==> src/rtl/ita_output_writer_if.sv <==
`default_nettype none
// ============================================================================
// ita_output_writer_if : output-beat stream plus L1 write-request bus
// Rev 1.0
// ============================================================================
interface ita_output_writer_if #(
  parameter int N  = 16,
  parameter int DW = 8,
  parameter int AW = 32
);
  logic              oup_valid;
  logic              oup_ready;
  logic [N*DW-1:0]   oup_data;
  logic              mem_req;
  logic              mem_gnt;
  logic [AW-1:0]     mem_addr;
  logic [N*DW-1:0]   mem_data;
  logic [N*DW/8-1:0] mem_be;

  // master: beat producer and memory port; slave: the writer itself
  modport master (
    output oup_valid, oup_data, mem_gnt,
    input  oup_ready, mem_req, mem_addr, mem_data, mem_be
  );
  modport slave (
    input  oup_valid, oup_data, mem_gnt,
    output oup_ready, mem_req, mem_addr, mem_data, mem_be
  );
endinterface
`default_nettype wire

==> src/rtl/ita_output_writer.sv <==
`default_nettype none
// ============================================================================
// ita_output_writer : maps tiled output beats to masked L1 write requests
// Rev 1.0
// ============================================================================
module ita_output_writer #(
  parameter int N  = 16,
  parameter int M  = 64,
  parameter int DW = 8,
  parameter int AW = 32,
  parameter int CW = 16
) (
  input  logic               clk_i,
  input  logic               rst_i,
  input  logic               start_i,
  input  logic [AW-1:0]      base_addr_i,
  input  logic [AW-1:0]      row_stride_i,
  input  logic [CW-1:0]      rows_i,
  input  logic [CW-1:0]      cols_i,
  output logic               busy_o,
  output logic               done_o,
  ita_output_writer_if.slave bus
);
  localparam int LOG_M = $clog2(M);
  localparam int LOG_N = $clog2(N);
  localparam int BPT   = M * M / N;
  localparam int BW    = $clog2(BPT);
  localparam int PW    = CW + LOG_M;
  localparam int BPL   = DW / 8;
  localparam int BEW   = N * BPL;

  typedef enum logic [1:0] {
    S_IDLE  = 2'd0,
    S_RUN   = 2'd1,
    S_DRAIN = 2'd2,
    S_DONE  = 2'd3
  } state_t;

  state_t state, state_nxt;

  logic [AW-1:0]   cfg_base, cfg_stride;
  logic [CW-1:0]   cfg_rows, cfg_cols, tx_max, ty_max;
  logic [BW-1:0]   beat;
  logic [CW-1:0]   tile_x, tile_y;
  logic            req_q;
  logic [AW-1:0]   addr_q;
  logic [N*DW-1:0] data_q;
  logic [BEW-1:0]  be_q;

  logic [CW:0]     rows_up, cols_up;
  logic [CW-1:0]   ty_max_nxt, tx_max_nxt;
  logic            beat_last, tx_last, ty_last, mat_last;
  logic [LOG_M-1:0] col_off;
  logic [PW-1:0]   row, col;
  logic            dropped, ready, fire, load_cfg;
  logic [AW-1:0]   addr_w;
  logic [BEW-1:0]  be_w;

  // tile counts are ceil(x/M), kept as count-1 for the wrap compares
  assign rows_up    = {1'b0, rows_i} + (CW+1)'(M - 1);
  assign cols_up    = {1'b0, cols_i} + (CW+1)'(M - 1);
  assign ty_max_nxt = CW'(rows_up >> LOG_M) - CW'(1);
  assign tx_max_nxt = CW'(cols_up >> LOG_M) - CW'(1);

  assign beat_last = (beat == BW'(BPT - 1));
  assign tx_last   = (tile_x == tx_max);
  assign ty_last   = (tile_y == ty_max);
  assign mat_last  = beat_last && tx_last && ty_last;

  // beats walk down a column strip first: low beat bits pick the row
  assign col_off = LOG_M'(beat >> LOG_M) << LOG_N;
  assign row     = (PW'(tile_y) << LOG_M) | PW'(beat[LOG_M-1:0]);
  assign col     = (PW'(tile_x) << LOG_M) | PW'(col_off);
  assign dropped = (row >= PW'(cfg_rows)) || (col >= PW'(cfg_cols));
  assign addr_w  = cfg_base + AW'(row) * cfg_stride + AW'(col) * AW'(BPL);

  for (genvar i = 0; i < N; i++) begin : g_lane
    logic lane_en;
    assign lane_en = ({1'b0, col} + (PW+1)'(i)) < {1'b0, PW'(cfg_cols)};
    assign be_w[i*BPL +: BPL] = {BPL{lane_en}};
  end

  assign ready         = (state == S_RUN) && (!req_q || bus.mem_gnt);
  assign fire          = bus.oup_valid && ready;
  assign bus.oup_ready = ready;
  assign bus.mem_req   = req_q;
  assign bus.mem_addr  = addr_q;
  assign bus.mem_data  = data_q;
  assign bus.mem_be    = be_q;

  always_ff @(posedge clk_i or posedge rst_i) begin
    if (rst_i) state <= S_IDLE;
    else       state <= state_nxt;
  end

  always_comb begin
    state_nxt = state;
    busy_o    = 1'b0;
    done_o    = 1'b0;
    load_cfg  = 1'b0;
    case (state)
      S_IDLE: begin
        if (start_i) begin
          load_cfg  = 1'b1;
          state_nxt = S_RUN;
        end
      end
      S_RUN: begin
        busy_o = 1'b1;
        if (fire && mat_last) state_nxt = S_DRAIN;
      end
      S_DRAIN: begin
        busy_o = 1'b1;
        if (!req_q || bus.mem_gnt) state_nxt = S_DONE;
      end
      S_DONE: begin
        done_o    = 1'b1;
        state_nxt = S_IDLE;
      end
      default: state_nxt = S_IDLE;
    endcase
  end

  always_ff @(posedge clk_i or posedge rst_i) begin
    if (rst_i) begin
      cfg_base   <= '0;
      cfg_stride <= '0;
      cfg_rows   <= '0;
      cfg_cols   <= '0;
      tx_max     <= '0;
      ty_max     <= '0;
      beat       <= '0;
      tile_x     <= '0;
      tile_y     <= '0;
    end else if (load_cfg) begin
      cfg_base   <= base_addr_i;
      cfg_stride <= row_stride_i;
      cfg_rows   <= rows_i;
      cfg_cols   <= cols_i;
      tx_max     <= tx_max_nxt;
      ty_max     <= ty_max_nxt;
      beat       <= '0;
      tile_x     <= '0;
      tile_y     <= '0;
    end else if (fire) begin
      if (beat_last) begin
        beat <= '0;
        if (tx_last) begin
          tile_x <= '0;
          tile_y <= tile_y + CW'(1);
        end else begin
          tile_x <= tile_x + CW'(1);
        end
      end else begin
        beat <= beat + BW'(1);
      end
    end
  end

  // single-entry request register; a grant and a new load share one edge
  always_ff @(posedge clk_i or posedge rst_i) begin
    if (rst_i) begin
      req_q  <= 1'b0;
      addr_q <= '0;
      data_q <= '0;
      be_q   <= '0;
    end else if (fire && !dropped) begin
      req_q  <= 1'b1;
      addr_q <= addr_w;
      data_q <= bus.oup_data;
      be_q   <= be_w;
    end else if (req_q && bus.mem_gnt) begin
      req_q  <= 1'b0;
    end
  end
endmodule
`default_nettype wire
==> src/flat_wrapper.sv <==
// flat-port wrapper written by rule: the top's interface ports become plain ports
module ita_output_writer_flat 
#(
  parameter int N  = 16,
  parameter int M  = 64,
  parameter int DW = 8,
  parameter int AW = 32,
  parameter int CW = 16
)
  (clk_i, rst_i, start_i, base_addr_i, row_stride_i, rows_i, cols_i, busy_o, done_o, bus_oup_valid, bus_oup_data, bus_mem_gnt, bus_oup_ready, bus_mem_req, bus_mem_addr, bus_mem_data, bus_mem_be);
  ita_output_writer_if #(.N(N), .DW(DW), .AW(AW)) bus_i ();
  input  logic clk_i;
  input  logic rst_i;
  input  logic start_i;
  input  logic [AW-1:0] base_addr_i;
  input  logic [AW-1:0] row_stride_i;
  input  logic [CW-1:0] rows_i;
  input  logic [CW-1:0] cols_i;
  output logic busy_o;
  output logic done_o;
  input wire logic [$bits(bus_i.oup_valid)-1:0] bus_oup_valid;
  input wire logic [$bits(bus_i.oup_data)-1:0] bus_oup_data;
  input wire logic [$bits(bus_i.mem_gnt)-1:0] bus_mem_gnt;
  output wire logic [$bits(bus_i.oup_ready)-1:0] bus_oup_ready;
  output wire logic [$bits(bus_i.mem_req)-1:0] bus_mem_req;
  output wire logic [$bits(bus_i.mem_addr)-1:0] bus_mem_addr;
  output wire logic [$bits(bus_i.mem_data)-1:0] bus_mem_data;
  output wire logic [$bits(bus_i.mem_be)-1:0] bus_mem_be;
  assign bus_i.oup_valid = bus_oup_valid;
  assign bus_i.oup_data = bus_oup_data;
  assign bus_i.mem_gnt = bus_mem_gnt;
  assign bus_oup_ready = bus_i.oup_ready;
  assign bus_mem_req = bus_i.mem_req;
  assign bus_mem_addr = bus_i.mem_addr;
  assign bus_mem_data = bus_i.mem_data;
  assign bus_mem_be = bus_i.mem_be;
  ita_output_writer #(.N(N), .M(M), .DW(DW), .AW(AW), .CW(CW)) u_core (.clk_i(clk_i), .rst_i(rst_i), .start_i(start_i), .base_addr_i(base_addr_i), .row_stride_i(row_stride_i), .rows_i(rows_i), .cols_i(cols_i), .busy_o(busy_o), .done_o(done_o), .bus(bus_i));
endmodule
==> config.mk <==
export PLATFORM = sky130hd
export DESIGN_NAME = ita_output_writer_flat
export DESIGN_NICKNAME = d
export VERILOG_FILES = /design/src/rtl/ita_output_writer_if.sv /design/src/rtl/ita_output_writer.sv /design/src/flat_wrapper.sv
export SDC_FILE = /design/constraint.sdc
export NUM_CORES = 2
export LEC_CHECK = 0
export ABC_AREA = 1
export CAP_MARGIN = 20
export CORE_ASPECT_RATIO = 1.25
export CORE_MARGIN = 3
export CORE_UTILIZATION = 45
export CTS_CLUSTER_SIZE = 30
export DETAILED_ROUTE_END_ITERATION = 7
export PLACE_DENSITY = 0.67
export SLEW_MARGIN = 20
export SYNTH_ARGS = -nofsm -noshare
export SYNTH_HDL_FRONTEND = slang
export SYNTH_SLANG_ARGS = --single-unit
==> constraint.sdc <==
create_clock -name clk_i -period 13.49 [get_ports clk_i]
set_input_delay 2.0235 -clock clk_i [delete_from_list [all_inputs] [get_ports clk_i]]
set_output_delay 2.0235 -clock clk_i [all_outputs]
set_load 0.03 [all_outputs]
==> impl_metrics.yaml <==
synthesis:
  synthTopCellsByArea: "dfrtp_1 26%, fa_1 26%, nand2_1 17%, inv_1 11%, ha_1 5.4%"
  ys_async_sr_fraction_pct: 100
  synth_top_area_share_pct: 26.1
  synth_area_per_cell_um2: 7.83
  seq_area_frac_synth_pct: 26.1
  synth_cell_types: 55
  syn-cell-area_um2: 32500
  synth_edf_count: 0
  yosysTopAreaCell: "dfrtp_1"
  ys.flop_type: "dfrtp_1"
  postSynthCellCount: 4156
  synth-seq-cells: 339
  synth_nets: 4948
  ys.warnings.count: 0
sta:
  worstMarginPinSlew_ns: 1.01
  hold_viol: 0
  slew_headroom_pct: 32.5
  fin_crit_sh_pct: 51.6
  drv_slew: 0
  rsz0062_at_grt: "false"
  clock_skew_ns: 0.0157
  max_freq_mhz: 144
  layout_min_cycle_time_ns: 6.95
  setup_viol_count_final: 0
  setup_tns_ns: 0
clock_tree:
  postCtsSetupRepairBufs: 0
  cts_resized: 0
  cts_root_buf: "clkbuf_16"
  htree_levels: 2
  clock_path_buffers: 3
  postCtsHoldBufs: 0
  path_clk_slew_ns: 0.06
  cts_sinks: 339
  cts_buffers: 40
  cts_tree: "built"
  clock_latency_ns: 0.58
final_layout:
  nets: 5268
  final_cell_mix: "1,509 x nand2_1, 921 x inv_1, 422 x fa_1"
  drive_above_1_share_pct: 4.42
  regArea_um2: 8480
  multi_input_area_um2: 19700
  diodes: 0
  layout_commonest_cell: "nand2_1"
  syn_to_final_growth_pct: 19.0
  fillers: 6693
detailed_routing:
  dr_total_vias: 26990
  drt_iter0_drc: 1800
  routed_wl_um: 99600
  ant_nets: 0
  via_per_inst: 4.95
  wl_met2_um: 49100
  highest-signal-layer: "met4"
  drtPass1Iterations: 5
  wl_met3_um: 6520
  wl_per_cell_um: 18.3
  wl_met1_um: 39800
  post-route-drc-count: 0
floorplan:
  rows: 109
  die_area_um2: 75600
  core_area_um2: 71200
  die_x_um: 246
  die_y_um: 307
  start_util_pct: 45.7
  io_pins: 409
critical_path:
  startpoint_type: "flip-flop"
  slowest_delay_ns: 0.74
  path_buf_inv: 4
  cp_max_fo: 13
  worst_ep_required_time_ns: 13.93
  critPathTopFamily: "adder cells"
  path_cells: "buf_4 -> nand2_1 -> fa_1 -> fa_1 -> inv_1 -> fa_1 -> fa_1 -> fa_1 -> fa_1 -> inv_1 -> fa_1 -> inv_1 -> ha_1 -> a21oi_1 -> o21ai_0 -> a21oi_1 -> nand3b_1 -> nand3_1 -> xnor2_1 -> o21ai_1"
  worstSetupPathType: "flip-flop to flip-flop"
  endpoint_kind: "flip-flop"
  arrival_ns: 7.40
  crit_path_top_delay_cell: "dfrtp_1"
  crit_top_cell: "fa_1"
global_routing:
  grt_max_degree: 115
  grt.total_usage_pct: 26.9
  grt-ovfl-total: 0
  antenna_found_initial: 0
  grt_pass1_vias: 28042
  grt_pass1_wl_um: 158000
hold_path:
  hold_path_class: "flip-flop to flip-flop"
placement:
  hpwlAfterDp_um: 77900
  io_buffers: 408
  place_congestion: 0.926
run:
  drv_cap: 0
outcome:
  status: "completed"
-- cell type report --
type	instances	share of cell area [%]
Multi-Input combinational cell	2710	50.9
Sequential cell	339	21.9
Timing Repair Buffer	451	11.4
Inverter	934	9.10
Tap cell	943	3.05
Clock buffer	48	2.79
Clock inverter	25	0.815
-- layer usage --
| layer | global-route usage (%) | vias to the layer above |
|---|---|---|
| li1 | - | 12766 |
| met1 | 34.4 | 13089 |
| met2 | 46.1 | 910 |
| met3 | 4.12 | 225 |
| met4 | 10.1 | 0 |
| met5 | 0 | - |
-- synth_stat cells, types with 11 or more instances --
cell / number
buf_1: 24
o21ai_0: 102
dfrtp_1: 339
nor3_1: 31
nor4_1: 14
clkbuf_1: 100
nand3_1: 90
ha_1: 141
buf_2: 25
xnor2_1: 25
nand2_2: 11
buf_6: 15
nor2_1: 107
nand2_1: 1510
inv_1: 922
xor2_1: 41
o31ai_2: 13
a21oi_1: 61
o21ai_1: 11
o21ai_2: 18
nand4_1: 37
fa_1: 422
-- per-stage QoR --
| stage | setup slack [ns] | hold slack, ns | utilization [%] | std cells | instance area, um^2 |
|---|---|---|---|---|---|
| 2_1_floorplan | 2.07 | 0.453 | - | 4156 | 32500 |
| 3_3_place_gp | 6.59 | 0.450 | 52.4 | 5377 | 37300 |
| 3_5_place_dp | 6.59 | 0.454 | 52.4 | 5377 | 37300 |
| 4_1_cts | 6.61 | 0.478 | 54.4 | 5450 | 38700 |
| 5_1_grt | 6.17 | 0.496 | 54.4 | 5450 | 38700 |
| 6_report | 6.54 | 0.474 | 54.4 | 5450 | 38700 |
-- sequential cells by signal, indices dropped and copies added, names as in the netlist, 2 cells and up --
register,count
u_core.beat,8
u_core.ty_max,12
u_core.cfg_cols,16
u_core.bus.mem_addr,32
u_core.tx_max,12
u_core.cfg_stride,32
u_core.tile_y,16
u_core.tile_x,16
u_core.state,2
u_core.cfg_base,32
u_core.bus.mem_be,16
u_core.bus.mem_data,128
u_core.cfg_rows,16
-- path summary, 6_finish.rpt --
| kind | from | endpoint | slack, ns | depth (start not counted) |
|---|---|---|---|---|
| max | u_core.cfg_stride[11] | u_core.bus.mem_addr[28] | 6.54 | 20 |
| min | u_core.bus.mem_be[0] | u_core.bus.mem_be[0] | 0.47 | 1 |
| max reg2reg | u_core.cfg_stride[11] | u_core.bus.mem_addr[28] | 6.54 | 20 |
| min reg2reg | u_core.bus.mem_be[0] | u_core.bus.mem_be[0] | 0.47 | 1 |
| max in group asynchronous | rst_i | u_core.tx_max[10] | 9.90 | 3 |
| min in group asynchronous | rst_i | u_core.bus.mem_data[5] | 1.95 | 2 |
-- cell families after synthesis --
logic type               after synthesis  synth area share (%)
XOR/XNOR                              66                  1.78
AO/OA/AOI/OAI                        245                  4.67
multiplexers                           1                0.0308
adder cells (fa/ha/maj)              563                  31.4
flip-flops                           339                  26.1
buffers and inverters               1107                  13.3
AND/OR/NAND/NOR                     1835                  22.7
Power is not shown: default switching activity piles up to over one toggle a cycle in this logic, so the estimate is an artifact.
